===== config.mk =====
export PLATFORM = sky130hd
export DESIGN_NAME = ram_req_arb_flat
export DESIGN_NICKNAME = d
export VERILOG_FILES = /design/src/rtl/ram_req_arb_if.sv /design/src/rtl/ram_req_arb.sv /design/src/flat_wrapper.sv
export SDC_FILE = /design/constraint.sdc
export NUM_CORES = 1
export LEC_CHECK = 0
export ABC_AREA = 0
export ABC_CLOCK_PERIOD_IN_PS = 3100
export BUFFER_PORTS_ARGS = -buffer_cell sky130_fd_sc_hd__buf_4
export CORE_AREA = 2 2 168 170
export CTS_BUF_LIST = sky130_fd_sc_hd__clkbuf_4 sky130_fd_sc_hd__clkbuf_8
export DETAILED_ROUTE_END_ITERATION = 8
export DIE_AREA = 0 0 170 172
export PLACE_DENSITY = 0.47
export REMOVE_ABC_BUFFERS = 1
export SYNTH_ARGS = -nofsm -noshare
export SYNTH_HDL_FRONTEND = slang
export SYNTH_SLANG_ARGS = --single-unit

===== constraint.sdc =====
create_clock -name i_clk -period 3.1 [get_ports i_clk]
set_input_delay 0.62 -clock i_clk [delete_from_list [all_inputs] [get_ports i_clk]]
set_output_delay 0.62 -clock i_clk [all_outputs]
set_load 0.03 [all_outputs]

===== src/rtl/ram_req_arb_if.sv =====
// Bundle of the two master request/response channels and the RAM port.
// The arbiter takes the slave side; whatever drives masters and models the RAM
// takes the master side.
interface ram_req_arb_if #(
  parameter int abits = 12,
  parameter int dbits = 64
);
  logic             i_m0_req_valid;
  logic             o_m0_req_ready;
  logic             i_m0_req_write;
  logic [abits-1:0] i_m0_req_addr;
  logic [dbits-1:0] i_m0_req_wdata;
  logic             o_m0_resp_valid;
  logic             i_m0_resp_ready;
  logic [dbits-1:0] o_m0_resp_rdata;

  logic             i_m1_req_valid;
  logic             o_m1_req_ready;
  logic             i_m1_req_write;
  logic [abits-1:0] i_m1_req_addr;
  logic [dbits-1:0] i_m1_req_wdata;
  logic             o_m1_resp_valid;
  logic             i_m1_resp_ready;
  logic [dbits-1:0] o_m1_resp_rdata;

  logic [abits-1:0] o_ram_addr;
  logic             o_ram_wena;
  logic [dbits-1:0] o_ram_wdata;
  logic [dbits-1:0] i_ram_rdata;

  modport slave (
    input  i_m0_req_valid, i_m0_req_write, i_m0_req_addr, i_m0_req_wdata, i_m0_resp_ready,
    output o_m0_req_ready, o_m0_resp_valid, o_m0_resp_rdata,
    input  i_m1_req_valid, i_m1_req_write, i_m1_req_addr, i_m1_req_wdata, i_m1_resp_ready,
    output o_m1_req_ready, o_m1_resp_valid, o_m1_resp_rdata,
    output o_ram_addr, o_ram_wena, o_ram_wdata,
    input  i_ram_rdata
  );

  modport master (
    output i_m0_req_valid, i_m0_req_write, i_m0_req_addr, i_m0_req_wdata, i_m0_resp_ready,
    input  o_m0_req_ready, o_m0_resp_valid, o_m0_resp_rdata,
    output i_m1_req_valid, i_m1_req_write, i_m1_req_addr, i_m1_req_wdata, i_m1_resp_ready,
    input  o_m1_req_ready, o_m1_resp_valid, o_m1_resp_rdata,
    input  o_ram_addr, o_ram_wena, o_ram_wdata,
    output i_ram_rdata
  );
endinterface


===== src/rtl/ram_req_arb.sv =====
// Two-master front end for the single-port RAM wrapper: round-robin grant of
// one request per cycle, and a one-entry response register per master so each
// master can stall its read data independently.

// Per-master read tracking: in-flight flag plus the response holding register.
module ram_req_arb_lane #(
  parameter int dbits = 64
) (
  input  logic             i_clk,
  input  logic             i_nrst,
  input  logic             i_req_valid,
  input  logic             i_req_write,
  input  logic             i_grant,
  input  logic             i_resp_ready,
  input  logic [dbits-1:0] i_ram_rdata,
  output logic             o_elig,
  output logic             o_resp_valid,
  output logic [dbits-1:0] o_resp_rdata
);
  logic             inflight_q, inflight_d;
  logic             resp_valid_q, resp_valid_d;
  logic [dbits-1:0] rdata_q, rdata_d;

  // A read may only issue when nothing is in flight and the response slot is
  // free, or is being drained this cycle, so the returning data always lands.
  assign o_elig = i_req_valid &
                  (i_req_write | (~inflight_q & (~resp_valid_q | i_resp_ready)));

  // Next state: mark granted reads in flight; capture RAM data a cycle later.
  always_comb begin
    inflight_d   = i_grant & ~i_req_write;
    resp_valid_d = resp_valid_q;
    rdata_d      = rdata_q;
    if (resp_valid_q && i_resp_ready) resp_valid_d = 1'b0;
    // A load in the same cycle as a drain wins.
    if (inflight_q) begin
      resp_valid_d = 1'b1;
      rdata_d      = i_ram_rdata;
    end
  end

  // State registers; reset drops any in-flight read and pending response.
  always_ff @(posedge i_clk or negedge i_nrst) begin
    if (!i_nrst) begin
      inflight_q   <= 1'b0;
      resp_valid_q <= 1'b0;
      rdata_q      <= '0;
    end else begin
      inflight_q   <= inflight_d;
      resp_valid_q <= resp_valid_d;
      rdata_q      <= rdata_d;
    end
  end

  assign o_resp_valid = resp_valid_q;
  assign o_resp_rdata = rdata_q;
endmodule

module ram_req_arb #(
  parameter int abits = 12,
  parameter int dbits = 64
) (
  input logic          i_clk,
  input logic          i_nrst,
  ram_req_arb_if.slave bus
);
  localparam int NUM_M = 2;

  logic [NUM_M-1:0]            req_valid, req_write, resp_ready;
  logic [NUM_M-1:0]            elig, grant, resp_valid;
  logic [NUM_M-1:0][abits-1:0] req_addr;
  logic [NUM_M-1:0][dbits-1:0] req_wdata, resp_rdata;
  logic                        ptr_q, ptr_d;   // 0: m0 wins a tie
  logic                        gsel, any_grant;

  assign req_valid  = {bus.i_m1_req_valid,  bus.i_m0_req_valid};
  assign req_write  = {bus.i_m1_req_write,  bus.i_m0_req_write};
  assign req_addr   = {bus.i_m1_req_addr,   bus.i_m0_req_addr};
  assign req_wdata  = {bus.i_m1_req_wdata,  bus.i_m0_req_wdata};
  assign resp_ready = {bus.i_m1_resp_ready, bus.i_m0_resp_ready};

  for (genvar k = 0; k < NUM_M; k++) begin : g_lane
    ram_req_arb_lane #(.dbits(dbits)) u_lane (
      .i_clk        (i_clk),
      .i_nrst       (i_nrst),
      .i_req_valid  (req_valid[k]),
      .i_req_write  (req_write[k]),
      .i_grant      (grant[k]),
      .i_resp_ready (resp_ready[k]),
      .i_ram_rdata  (bus.i_ram_rdata),
      .o_elig       (elig[k]),
      .o_resp_valid (resp_valid[k]),
      .o_resp_rdata (resp_rdata[k])
    );
  end

  // Grant: a lone eligible master wins, a tie goes to the pointer. Gated by
  // reset so the RAM port and ready outputs drop immediately on reset.
  always_comb begin
    grant = '0;
    if (i_nrst) begin
      if (&elig) grant[ptr_q] = 1'b1;
      else       grant        = elig;
    end
  end

  assign any_grant = |grant;
  assign gsel      = grant[1];

  // Pointer hands priority to the other master after every grant.
  always_comb begin
    ptr_d = ptr_q;
    if (any_grant) ptr_d = ~gsel;
  end

  // Round-robin pointer register.
  always_ff @(posedge i_clk or negedge i_nrst) begin
    if (!i_nrst) ptr_q <= 1'b0;
    else         ptr_q <= ptr_d;
  end

  assign bus.o_ram_addr  = any_grant ? req_addr[gsel]  : '0;
  assign bus.o_ram_wdata = any_grant ? req_wdata[gsel] : '0;
  assign bus.o_ram_wena  = any_grant & req_write[gsel];

  assign bus.o_m0_req_ready  = grant[0];
  assign bus.o_m1_req_ready  = grant[1];
  assign bus.o_m0_resp_valid = resp_valid[0];
  assign bus.o_m1_resp_valid = resp_valid[1];
  assign bus.o_m0_resp_rdata = resp_rdata[0];
  assign bus.o_m1_resp_rdata = resp_rdata[1];
endmodule

===== src/flat_wrapper.sv =====
// flat-port wrapper written by rule: the top's interface ports become plain ports
module ram_req_arb_flat 
#(
  parameter int abits = 12,
  parameter int dbits = 64
)
  (i_clk, i_nrst, bus_i_m0_req_valid, bus_i_m0_req_write, bus_i_m0_req_addr, bus_i_m0_req_wdata, bus_i_m0_resp_ready, bus_o_m0_req_ready, bus_o_m0_resp_valid, bus_o_m0_resp_rdata, bus_i_m1_req_valid, bus_i_m1_req_write, bus_i_m1_req_addr, bus_i_m1_req_wdata, bus_i_m1_resp_ready, bus_o_m1_req_ready, bus_o_m1_resp_valid, bus_o_m1_resp_rdata, bus_o_ram_addr, bus_o_ram_wena, bus_o_ram_wdata, bus_i_ram_rdata);
  ram_req_arb_if #(.abits(abits), .dbits(dbits)) bus_i ();
  input logic i_clk;
  input logic i_nrst;
  input wire logic [$bits(bus_i.i_m0_req_valid)-1:0] bus_i_m0_req_valid;
  input wire logic [$bits(bus_i.i_m0_req_write)-1:0] bus_i_m0_req_write;
  input wire logic [$bits(bus_i.i_m0_req_addr)-1:0] bus_i_m0_req_addr;
  input wire logic [$bits(bus_i.i_m0_req_wdata)-1:0] bus_i_m0_req_wdata;
  input wire logic [$bits(bus_i.i_m0_resp_ready)-1:0] bus_i_m0_resp_ready;
  output wire logic [$bits(bus_i.o_m0_req_ready)-1:0] bus_o_m0_req_ready;
  output wire logic [$bits(bus_i.o_m0_resp_valid)-1:0] bus_o_m0_resp_valid;
  output wire logic [$bits(bus_i.o_m0_resp_rdata)-1:0] bus_o_m0_resp_rdata;
  input wire logic [$bits(bus_i.i_m1_req_valid)-1:0] bus_i_m1_req_valid;
  input wire logic [$bits(bus_i.i_m1_req_write)-1:0] bus_i_m1_req_write;
  input wire logic [$bits(bus_i.i_m1_req_addr)-1:0] bus_i_m1_req_addr;
  input wire logic [$bits(bus_i.i_m1_req_wdata)-1:0] bus_i_m1_req_wdata;
  input wire logic [$bits(bus_i.i_m1_resp_ready)-1:0] bus_i_m1_resp_ready;
  output wire logic [$bits(bus_i.o_m1_req_ready)-1:0] bus_o_m1_req_ready;
  output wire logic [$bits(bus_i.o_m1_resp_valid)-1:0] bus_o_m1_resp_valid;
  output wire logic [$bits(bus_i.o_m1_resp_rdata)-1:0] bus_o_m1_resp_rdata;
  output wire logic [$bits(bus_i.o_ram_addr)-1:0] bus_o_ram_addr;
  output wire logic [$bits(bus_i.o_ram_wena)-1:0] bus_o_ram_wena;
  output wire logic [$bits(bus_i.o_ram_wdata)-1:0] bus_o_ram_wdata;
  input wire logic [$bits(bus_i.i_ram_rdata)-1:0] bus_i_ram_rdata;
  assign bus_i.i_m0_req_valid = bus_i_m0_req_valid;
  assign bus_i.i_m0_req_write = bus_i_m0_req_write;
  assign bus_i.i_m0_req_addr = bus_i_m0_req_addr;
  assign bus_i.i_m0_req_wdata = bus_i_m0_req_wdata;
  assign bus_i.i_m0_resp_ready = bus_i_m0_resp_ready;
  assign bus_o_m0_req_ready = bus_i.o_m0_req_ready;
  assign bus_o_m0_resp_valid = bus_i.o_m0_resp_valid;
  assign bus_o_m0_resp_rdata = bus_i.o_m0_resp_rdata;
  assign bus_i.i_m1_req_valid = bus_i_m1_req_valid;
  assign bus_i.i_m1_req_write = bus_i_m1_req_write;
  assign bus_i.i_m1_req_addr = bus_i_m1_req_addr;
  assign bus_i.i_m1_req_wdata = bus_i_m1_req_wdata;
  assign bus_i.i_m1_resp_ready = bus_i_m1_resp_ready;
  assign bus_o_m1_req_ready = bus_i.o_m1_req_ready;
  assign bus_o_m1_resp_valid = bus_i.o_m1_resp_valid;
  assign bus_o_m1_resp_rdata = bus_i.o_m1_resp_rdata;
  assign bus_o_ram_addr = bus_i.o_ram_addr;
  assign bus_o_ram_wena = bus_i.o_ram_wena;
  assign bus_o_ram_wdata = bus_i.o_ram_wdata;
  assign bus_i.i_ram_rdata = bus_i_ram_rdata;
  ram_req_arb #(.abits(abits), .dbits(dbits)) u_core (.i_clk(i_clk), .i_nrst(i_nrst), .bus(bus_i));
endmodule

==> results of run 1 <==
## power by group through the flow
stage	clock network, µW	registers (µW)	logic [µW]
6_report	1470	2480	3370
2_1_floorplan	0	3510	849
4_1_cts	1530	2480	3400
3_5_place_dp	0	2510	3400
5_1_grt	1620	2550	3540
3_3_place_gp	0	2500	3400
## through the flow
stage	util [%]	instances
after floorplan	-	516
after global placement	36.2	1307
after detailed placement	36.2	1307
after CTS	37.7	1339
after global routing	37.8	1340
final	37.8	1340
## routing by layer
| metal | vias up | GRT usage (%) | routed length (µm) |
|---|---|---|---|
| met5 | - | 0 | 0 |
| met4 | 0 | 2.79 | 116 |
| met3 | 6 | 4.92 | 1900 |
| met2 | 236 | 26.3 | 12100 |
| met1 | 2853 | 23.4 | 11500 |
| li1 | 2810 | - | - |
## critical path, cell delays in order
cell	delay (ns)
dlygate4sd3_1	0.56
buf_8	0.28
buf_4	0.30
nand2_1	0.14
o22ai_1	0.19
buf_4	0.19
## what timing repair did
action | CTS | global route
hold buffers | 1 | 0
endpoints found under the setup margin | 0 | 1
resized for setup | 0 | 1
hold endpoints to repair | 4 | 0
## Yosys cell counts
library cell / n / area (µm²)
o2111ai_1: 1 / 8.76
mux2_2: 128 / 1440
nand3_1: 2 / 10.0
inv_1: 5 / 18.8
and3_1: 1 / 6.26
dfrtp_1: 133 / 3330
o21ai_0: 1 / 5.00
a21o_1: 1 / 7.51
o2111ai_2: 2 / 30.0
nor2_1: 4 / 15.0
o22ai_2: 20 / 250
nand2b_1: 2 / 12.5
clkbuf_1: 34 / 128
buf_2: 9 / 45.0
or3b_4: 1 / 11.3
buf_6: 3 / 33.8
nand2_1: 154 / 578
a21oi_1: 2 / 10.0
nor3_1: 2 / 10.0
buf_4: 1 / 7.51
nand3_2: 1 / 10.0
o22ai_1: 56 / 350
## worst min path at each step
| stage | end | slack, ns | cells after the start | startpoint |
|---|---|---|---|---|
| 2_1_floorplan | u_core.g_lane[0].u_lane.inflight_q | 0.32 | 0 | i_nrst |
| 3_3_place_gp | u_core.g_lane[0].u_lane.o_resp_rdata[46] | 0.49 | 1 | u_core.g_lane[0].u_lane.o_resp_rdata[46] |
| 3_5_place_dp | u_core.g_lane[0].u_lane.o_resp_rdata[3] | 0.49 | 1 | i_nrst |
| 4_1_cts | u_core.g_lane[1].u_lane.o_resp_valid | 0.35 | 2 | bus_i_m1_resp_ready |
| 5_1_grt | u_core.g_lane[0].u_lane.inflight_q | 0.35 | 2 | bus_i_m0_req_write |
| 6_report | u_core.g_lane[0].u_lane.inflight_q | 0.39 | 2 | bus_i_m0_req_write |
## layout make-up
cell class                      count  area, µm²
Fill cell                        2785      17100
Timing Repair Buffer              447       3440
Sequential cell                   133       3330
Multi-Input combinational cell    378       2780
Tap cell                          346        433
Clock buffer                       17        234
Clock inverter                     14        154
Inverter                            5       18.8
## kinds of logic after synthesis
group / count (synthesis) / share of synthesized area, %
compound gates: 83 / 10.5
flops: 133 / 52.7
simple gates: 167 / 10.3
mux: 128 / 22.8
buf+inv: 52 / 3.68
## flip-flops by register name (all words and copies together), names as in the netlist
| signal | cells |
|---|---|
| u_core.ptr_q | 1 |
| u_core.g_lane.u_lane.inflight_q | 2 |
| u_core.g_lane.u_lane.o_resp_rdata | 128 |
| u_core.g_lane.u_lane.o_resp_valid | 2 |
==> out/summary.txt, run 1 <==
Mapped Avg Cell Area - 11.2 µm²
Mapped Area - 6320 µm²
Final setup viols - 0
CTS buffer count - 17
clock latency on the worst-skew pair - 0.44 ns
DP Area - 9960 µm²
static leakage - 0.00500 µW
total negative slack - 0 ns
pwr dens - 704 nW/µm²
crit path from - i_nrst
Post-Syn Instances - 563
wire per inst - 19.1 µm
Max IR drop VDD - 0.312 mV
Combinational Power Share - 46.1%
final slew viol count - 0
First-pass DRT Iterations - 5
Die Width - 170 µm
CP endpoint kind - output port
Reg clk slew, reported paths - 0.08 ns
fin worst setup slack - 0.145 ns
most frequent cells in the layout - buf_4, nand2_1, dfrtp_1, mux2_2, o22ai_1
Seq cells post-synth - 133
clk sink count - 133
Final Hold Viols - 0
ANT nets after route - 0
dpl ws - 0.272 ns
Ports - 433
hpwl dp - 19500 µm
Final period util - 95.3%
worst flop-to-flop path endpoint - u_core.g_lane[0].u_lane.o_resp_rdata[41]
first-pass GRT wire length - 37000 µm
# Post-CTS Setup Buffers - 0
reg2reg setup slack - 1.33 ns
Setup crit start kind - primary input
Final Cell Area - 10400 µm²
Tot GR Track Use - 16.8%
Req. time, crit path - 2.48 ns
share of layout cells above drive strength 1 - 63.5%
vias after detailed routing - 5905
Routed WL - 25600 µm
CTS tree - yes
Data arrival, critical path - 2.33 ns
clock power share - 20.1%
R2R cell count - 2
FMAX - 338 MHz
site row count - 61
largest net degree at the start of global routing - 79
Max-slew headroom - 33.0%
initial antenna violation count - 0
final hold slack - 0.391 ns
Yosys cell types - 22
sequential power share - 33.9%
Ant. Diodes - 0
commonest non-fill, non-tap cell in the layout - buf_4
drt initial violations - 275
Tightest Hold Check Type - in -> reg
yosys warns - 0
gr ovfl total - 0
max-cap viol count - 0
worst r2r src - u_core.g_lane[0].u_lane.inflight_q
initial core utilization - 23.0%
vias per inst - 4.41
Nets - 1206
sequential cell area fraction in the yosys report - 52.7%
RePlAce Congestion - 0.910
critical path class - in -> out
P&R area growth vs syn - 64.4%
Worst-Margin Slew - 1.01 ns
Switching Fraction - 40.7%
CP max FO - 39
CTS root buffer - clkbuf_8
drt drc - 0
Die Height - 172 µm
Power, Total - 7310 µW
RSZ-0062 raised after global routing - false
die area - 29200 µm²
H-tree depth - 4
Setup crit end - bus_o_ram_wdata[18]
Period minus WS final - 2.95 ns
Int Power - 4340 µW
P_sw - 2980 µW
Clock Path Buffers - 2
status - complete, no violations
core area - 27500 µm²
Port-buffer cells - 432
vias in the first global route - 5747
Layout Skew - 0.0141 ns
Note: power is estimated with default switching activity, not from simulation.
==> run 2: changes to the inputs <==
==> constraint.sdc (replaced) <==
create_clock -name i_clk -period 3.1 [get_ports i_clk]
set_input_delay 0.31 -clock i_clk [delete_from_list [all_inputs] [get_ports i_clk]]
set_output_delay 0.31 -clock i_clk [all_outputs]
set_load 0.03 [all_outputs]
==> run 2 against run 1 <==
Utilization grew 0.30 points. Sequential share of layout area shrank 0.25 points. Via count grew 0.69%. Clock power grew 26%. Global-route usage grew 0.055 points. First-iteration DRC count grew 20%. Setup slack gained 0.17 ns. Hold slack lost 0.32 ns.
==> out/summary.txt, run 2 (synthesis gave the netlist of run 1 again) <==
commonest non-fill, non-tap cell in the layout - buf_4
gr ovfl total - 0 (unchanged)
Req. time, crit path - 2.79 ns (+0.31 ns)
Final setup viols - 0 (unchanged)
Max IR drop VDD - 0.313 mV (+0.30%)
most frequent cells in the layout - buf_4, nand2_1, dfrtp_1, mux2_2, o22ai_1
vias after detailed routing - 5946 (+0.69%)
max reg flops - 128 (unchanged)
P_sw - 2930 µW (-1.6%)
drt drc - 0 (unchanged)
clk sink count - 133 (unchanged)
initial core utilization - 23.0% (unchanged)
Power, Total - 7690 µW (+5.2%)
Reg clk slew, reported paths - 0.08 ns (about the same)
die area - 29200 µm² (unchanged)
initial antenna violation count - 0 (unchanged)
FMAX - 359 MHz (+6.0%)
vias per inst - 4.44 (+0.69%)
hold_sp - bus_i_m1_resp_ready
status - complete, no violations
Setup crit start kind - flop
Nets - 1206 (unchanged)
Fillers - 2826 (+1.5%)
fin util - 38.1% (+0.30 points)
Ant. Diodes - 0 (unchanged)
Die Height - 172 µm (unchanged)
clock power share - 24.1% (+4.0 points)
Final period util - 89.9% (-5.4 points)
First-pass DRT Iterations - 4 (-1)
share of layout cells above drive strength 1 - 63.5% (unchanged)
CTS tree - yes
Data arrival, critical path - 2.48 ns (+0.15 ns)
static leakage - 0.00504 µW (+0.76%)
hold path cells - 2 (unchanged)
drt initial violations - 331 (+20%)
P&R area growth vs syn - 65.7%
R2R cell count - 3 (+1)
pwr dens - 734 nW/µm² (+4.3%)
worst flop-to-flop path endpoint - u_core.g_lane[0].u_lane.o_resp_rdata[31]
Period minus WS final - 2.79 ns (-0.168 ns)
RePlAce Congestion - 0.914 (+0.48%)
hpwl dp - 19500 µm (+0.17%)
DP Area - 9950 µm² (about the same)
Clock Path Buffers - 2 (unchanged)
Final Cell Area - 10500 µm² (+0.78%)
largest net degree at the start of global routing - 91 (+15%)
CTS buffer count - 17 (unchanged)
Max-slew headroom - 35.7% (+2.7 points)
worst r2r src - u_core.g_lane[0].u_lane.inflight_q
CP max FO - 78 (+100%)
Routed WL - 25600 µm (-0.32%)
ANT nets after route - 0 (unchanged)
Port-buffer cells - 432 (unchanged)
critical path class - reg -> out
Combinational Power Share - 43.7% (-2.4 points)
RSZ-0062 raised after global routing - false
vias in the first global route - 5873 (+2.2%)
Hold Path End - u_core.g_lane[1].u_lane.o_resp_valid
CP endpoint kind - output port
Final Hold Viols - 0 (unchanged)
Die Width - 170 µm (unchanged)
H-tree depth - 4 (unchanged)
Switching Fraction - 38.1% (-2.6 points)
first-pass GRT wire length - 37100 µm (+0.34%)
Tot GR Track Use - 16.9% (+0.055 points)
max-cap viol count - 0 (unchanged)
Ports - 433 (unchanged)
site row count - 61 (unchanged)
Layout Skew - 0.0190 ns (+0.00485 ns)
Worst-Margin Slew - 0.965 ns (-0.0400 ns)
clock latency on the worst-skew pair - 0.44 ns (about the same)
wire per inst - 19.1 µm (-0.32%)
core area - 27500 µm² (unchanged)
Tightest Hold Check Type - in -> reg
CTS root buffer - clkbuf_8
sequential power share - 32.3% (-1.6 points)
Int Power - 4760 µW (+9.8%)
reg2reg setup slack - 1.20 ns (-0.13 ns)
final slew viol count - 0 (unchanged)
run 2: cell count changes in the layout (fill, tap and decap cells not counted), sizes merged:
cell / delta
buf: +1
bufinv: +5
clkbuf: +1
clkinv: -6
inv: -1
run 2: through the flow:
step | hold WS [ns] | worst slack (ns) | setup TNS, ns | cells
2_1_floorplan | 0.0144 | -1.78 | -134.35 | 516
3_3_place_gp | 0.299 | 0.562 | 0 | 1308
3_5_place_dp | 0.300 | 0.542 | 0 | 1308
4_1_cts | 0.0379 | 0.0411 | 0 | 1340
5_1_grt | 0.0472 | 0.155 | 0 | 1340
6_report | 0.0759 | 0.313 | 0 | 1340
run 2: cell type report:
type                    instances  area [µm²]  area share [%]
inverters                       5        18.8           0.179
repair buffers                447        3410            32.5
clock buffers                  19         255            2.44
well taps                     346         433            4.13
clock inverters                12         248            2.37
flip-flops and latches        133        3330            31.8
multi-input cells             378        2780            26.5
run 2: layer usage:
metal,wire length [µm],part of all wire [%],vias to the layer above,track usage (%)
met1,11400,45,2885,22.6
met3,1810,7.1,25,4.90
met4,384,1.5,0,4.38
met5,0,0,-,0
li1,-,-,2808,-
met2,12000,47,228,26.7
run 2: power by group through the flow:
stage | combinational, µW | sequential, µW | clock [µW]
5_1_grt | 3530 | 2550 | 2000
4_1_cts | 3400 | 2490 | 1920
6_report | 3360 | 2480 | 1850
3_3_place_gp | 3390 | 2500 | 0
3_5_place_dp | 3400 | 2510 | 0
2_1_floorplan | 849 | 3510 | 0
run 2: critical path, cell delays in order (launching register included):
cell,delay (ns)
dfrtp_1,0.39
or3b_4,0.26
o2111ai_2,0.19
nand3_4,0.13
buf_6,0.52
o22ai_1,0.28
buf_4,0.23
run 2: worst max path at each step:
stage                                         start             endpoint  slack (ns)  cells after the start
2_1_floorplan    u_core.g_lane[1].u_lane.inflight_q   bus_o_ram_addr[10]       -1.78                      3
5_1_grt        u_core.g_lane[0].u_lane.o_resp_valid  bus_o_ram_wdata[14]        0.15                      6
6_report       u_core.g_lane[1].u_lane.o_resp_valid  bus_o_ram_wdata[14]        0.31                      6
4_1_cts        u_core.g_lane[1].u_lane.o_resp_valid  bus_o_ram_wdata[14]        0.04                      6
3_5_place_dp   u_core.g_lane[1].u_lane.o_resp_valid  bus_o_ram_wdata[14]        0.54                      6
3_3_place_gp   u_core.g_lane[1].u_lane.o_resp_valid  bus_o_ram_wdata[14]        0.56                      6
run 2: timing repair:
item	in CTS	in global routing
endpoints found under the setup margin	0	9
gates resized for setup	0	1
setup buffers	0	0
hold endpoints to repair	21	0
hold buffers	1	0
==> run 3: changes to the inputs <==
--- a/config.mk
+++ b/config.mk
@@ -6,7 +6,7 @@
 export NUM_CORES = 1
 export LEC_CHECK = 0
 export ABC_AREA = 0
-export ABC_CLOCK_PERIOD_IN_PS = 3100
+export ABC_CLOCK_PERIOD_IN_PS = 3600
 export BUFFER_PORTS_ARGS = -buffer_cell sky130_fd_sc_hd__buf_4
 export CORE_AREA = 2 2 168 170
 export CTS_BUF_LIST = sky130_fd_sc_hd__clkbuf_4 sky130_fd_sc_hd__clkbuf_8
==> constraint.sdc (replaced) <==
create_clock -name i_clk -period 3.6 [get_ports i_clk]
set_input_delay 0.36 -clock i_clk [delete_from_list [all_inputs] [get_ports i_clk]]
set_output_delay 0.36 -clock i_clk [all_outputs]
set_load 0.03 [all_outputs]
==> run 3 against run 2 <==
Non-clock buffer count fell by 3. Utilization fell by 0.27 points. First-iteration DRC count fell by 8.8%. Wire length fell by 1.2%. Critical path depth did not move. Critical endpoint is now bus_o_ram_wdata[15]. Sequential power fell by 14%. Global-route usage fell by 0.29 points. Final area fell by 0.72%. Total power fell by 16%.
==> out/summary.txt, run 3 (synthesis gave the netlist of run 1 again) <==
reg2reg setup slack - 1.60 ns (+0.40 ns)
CP max FO - 78 (unchanged)
Nets - 1203 (-0.25%)
fin util - 37.8% (-0.27 points)
die area - 29200 µm² (unchanged)
CP Depth - 6 (unchanged)
hold path cells - 2 (unchanged)
CP peak stage delay - 0.73 ns (+0.21 ns)
CP endpoint kind - output port
max reg flops - 128 (unchanged)
Max-slew headroom - 35.8% (+0.11 points)
DP Area - 9930 µm² (-0.23%)
Routed WL - 25300 µm (-1.2%)
P&R area growth vs syn - 64.5%
Crit path buffers/inverters - 3 (+1)
initial antenna violation count - 0 (unchanged)
Final setup viols - 0 (unchanged)
share of layout cells above drive strength 1 - 63.4% (-0.074 points)
site row count - 61 (unchanged)
delay-heaviest family, CP - buffers and inverters
CTS Hold Buffers Added - 1 (unchanged)
status - complete, no violations
R2R cell count - 5 (+2)
final cell count without fillers - 1338 (-0.15%)
drt initial violations - 302 (-8.8%)
Setup crit end - bus_o_ram_wdata[15]
# Post-CTS Setup Buffers - 0 (unchanged)
ANT nets after route - 0 (unchanged)
pwr dens - 620 nW/µm² (-16%)
worst flop-to-flop path endpoint - u_core.g_lane[0].u_lane.inflight_q
Period minus WS final - 3.18 ns
Port-buffer cells - 432 (unchanged)
critical path class - reg -> out
worst r2r src - u_core.g_lane[0].u_lane.inflight_q
Data arrival, critical path - 2.82 ns (+0.34 ns)
H-tree depth - 4 (unchanged)
Worst-Margin Slew - 0.964 ns (-0.00161 ns)
most frequent CP cell - buf_4
clock latency on the worst-skew pair - 0.44 ns (about the same)
first-pass GRT wire length - 36700 µm (-1.1%)
Ant. Diodes - 0 (unchanged)
Setup crit start kind - flop
vias per inst - 4.39 (-0.96%)
drt drc - 0 (unchanged)
max-cap viol count - 0 (unchanged)
crit path from - u_core.g_lane[0].u_lane.inflight_q
Placed Cells - 1305 (-0.23%)
CTS buffer count - 17 (unchanged)
Final period util - 88.4%
RePlAce Congestion - 0.913 (-0.16%)
Tot GR Track Use - 16.6% (-0.29 points)
core area - 27500 µm² (unchanged)
Ports - 433 (unchanged)
Layout Skew - 0.0131 ns (-0.00591 ns)
wire per inst - 18.9 µm (-1.0%)
CTS tree - yes
largest net degree at the start of global routing - 79 (-13%)
Die Width - 170 µm (unchanged)
Reg clk slew, reported paths - 0.07 ns (about the same)
most frequent cells in the layout - buf_4, nand2_1, dfrtp_1, mux2_2, o22ai_1
static leakage - 0.00500 µW (-0.73%)
Fillers - 2804 (-0.78%)
vias after detailed routing - 5880 (-1.1%)
RSZ-0062 raised after global routing - false
Req. time, crit path - 3.24 ns (+0.45 ns)
slowest cell on the critical path - buf_4
Max IR drop VDD - 0.331 mV (+5.8%)
Final Cell Area - 10400 µm² (-0.72%)
clk sink count - 133 (unchanged)
Final Hold Viols - 0 (unchanged)
gr ovfl total - 0 (unchanged)
vias in the first global route - 5870 (-0.051%)
final slew viol count - 0 (unchanged)
initial core utilization - 23.0% (unchanged)
Tightest Hold Check Type - in -> reg
CTS root buffer - clkbuf_8
Resized Gates After CTS - 0 (unchanged)
commonest non-fill, non-tap cell in the layout - buf_4
Die Height - 172 µm (unchanged)
hpwl dp - 19400 µm (-0.77%)
First-pass DRT Iterations - 5 (+1)
CP cell instances - inv_1 > a21o_1 > nand3_4 > buf_4 > o22ai_1 > buf_4
FMAX - 314 MHz
Clock Path Buffers - 2 (unchanged)
-- run 3: final cells by class --
| cell class | instances | area (µm²) | share of cell area, % |
|---|---|---|---|
| Tap cell | 346 | 433 | 4.16 |
| Clock inverter | 11 | 171 | 1.65 |
| Multi-Input combinational cell | 378 | 2780 | 26.7 |
| Inverter | 5 | 18.8 | 0.181 |
| Timing Repair Buffer | 444 | 3380 | 32.5 |
| Sequential cell | 133 | 3330 | 32.1 |
| Clock buffer | 21 | 283 | 2.72 |
-- run 3: layer usage --
metal	track usage (%)	part of all wire [%]	wire, µm
met2	25.9	47	11800
met1	22.6	45	11300
met3	4.67	7.2	1830
met5	0	0	0
met4	4.50	1.4	364
-- run 3: through the flow --
step / total power, µW / setup TNS (ns) / setup slack [ns] / hold slack [ns]
3_5_place_dp: 5080 / 0 / 0.921 / 0.313
3_3_place_gp: 5070 / 0 / 0.852 / 0.309
5_1_grt: 6780 / 0 / 0.261 / 0.0908
6_report: 6450 / 0 / 0.418 / 0.131
4_1_cts: 6540 / 0 / 0.408 / 0.0894
2_1_floorplan: 3750 / -98.24 / -1.33 / 0.0644
-- run 3: how the worst min path moves through the flow --
stage	startpoint	slack [ns]	endpoint
6_report	bus_i_m1_resp_ready	0.13	u_core.g_lane[1].u_lane.o_resp_valid
3_3_place_gp	i_nrst	0.31	u_core.g_lane[1].u_lane.o_resp_rdata[26]
5_1_grt	bus_i_m0_req_write	0.09	u_core.g_lane[0].u_lane.inflight_q
3_5_place_dp	i_nrst	0.31	u_core.g_lane[1].u_lane.o_resp_rdata[26]
2_1_floorplan	i_nrst	0.06	u_core.g_lane[0].u_lane.inflight_q
4_1_cts	bus_i_m0_req_write	0.09	u_core.g_lane[0].u_lane.inflight_q
-- run 3: where the power goes --
group          internal [µW]  total (µW)  leakage (µW)  switching (µW)
Combinational           1190        2880       0.00319            1690
Clock                    821        1430      0.000226             608
Sequential              1920        2140       0.00158             221
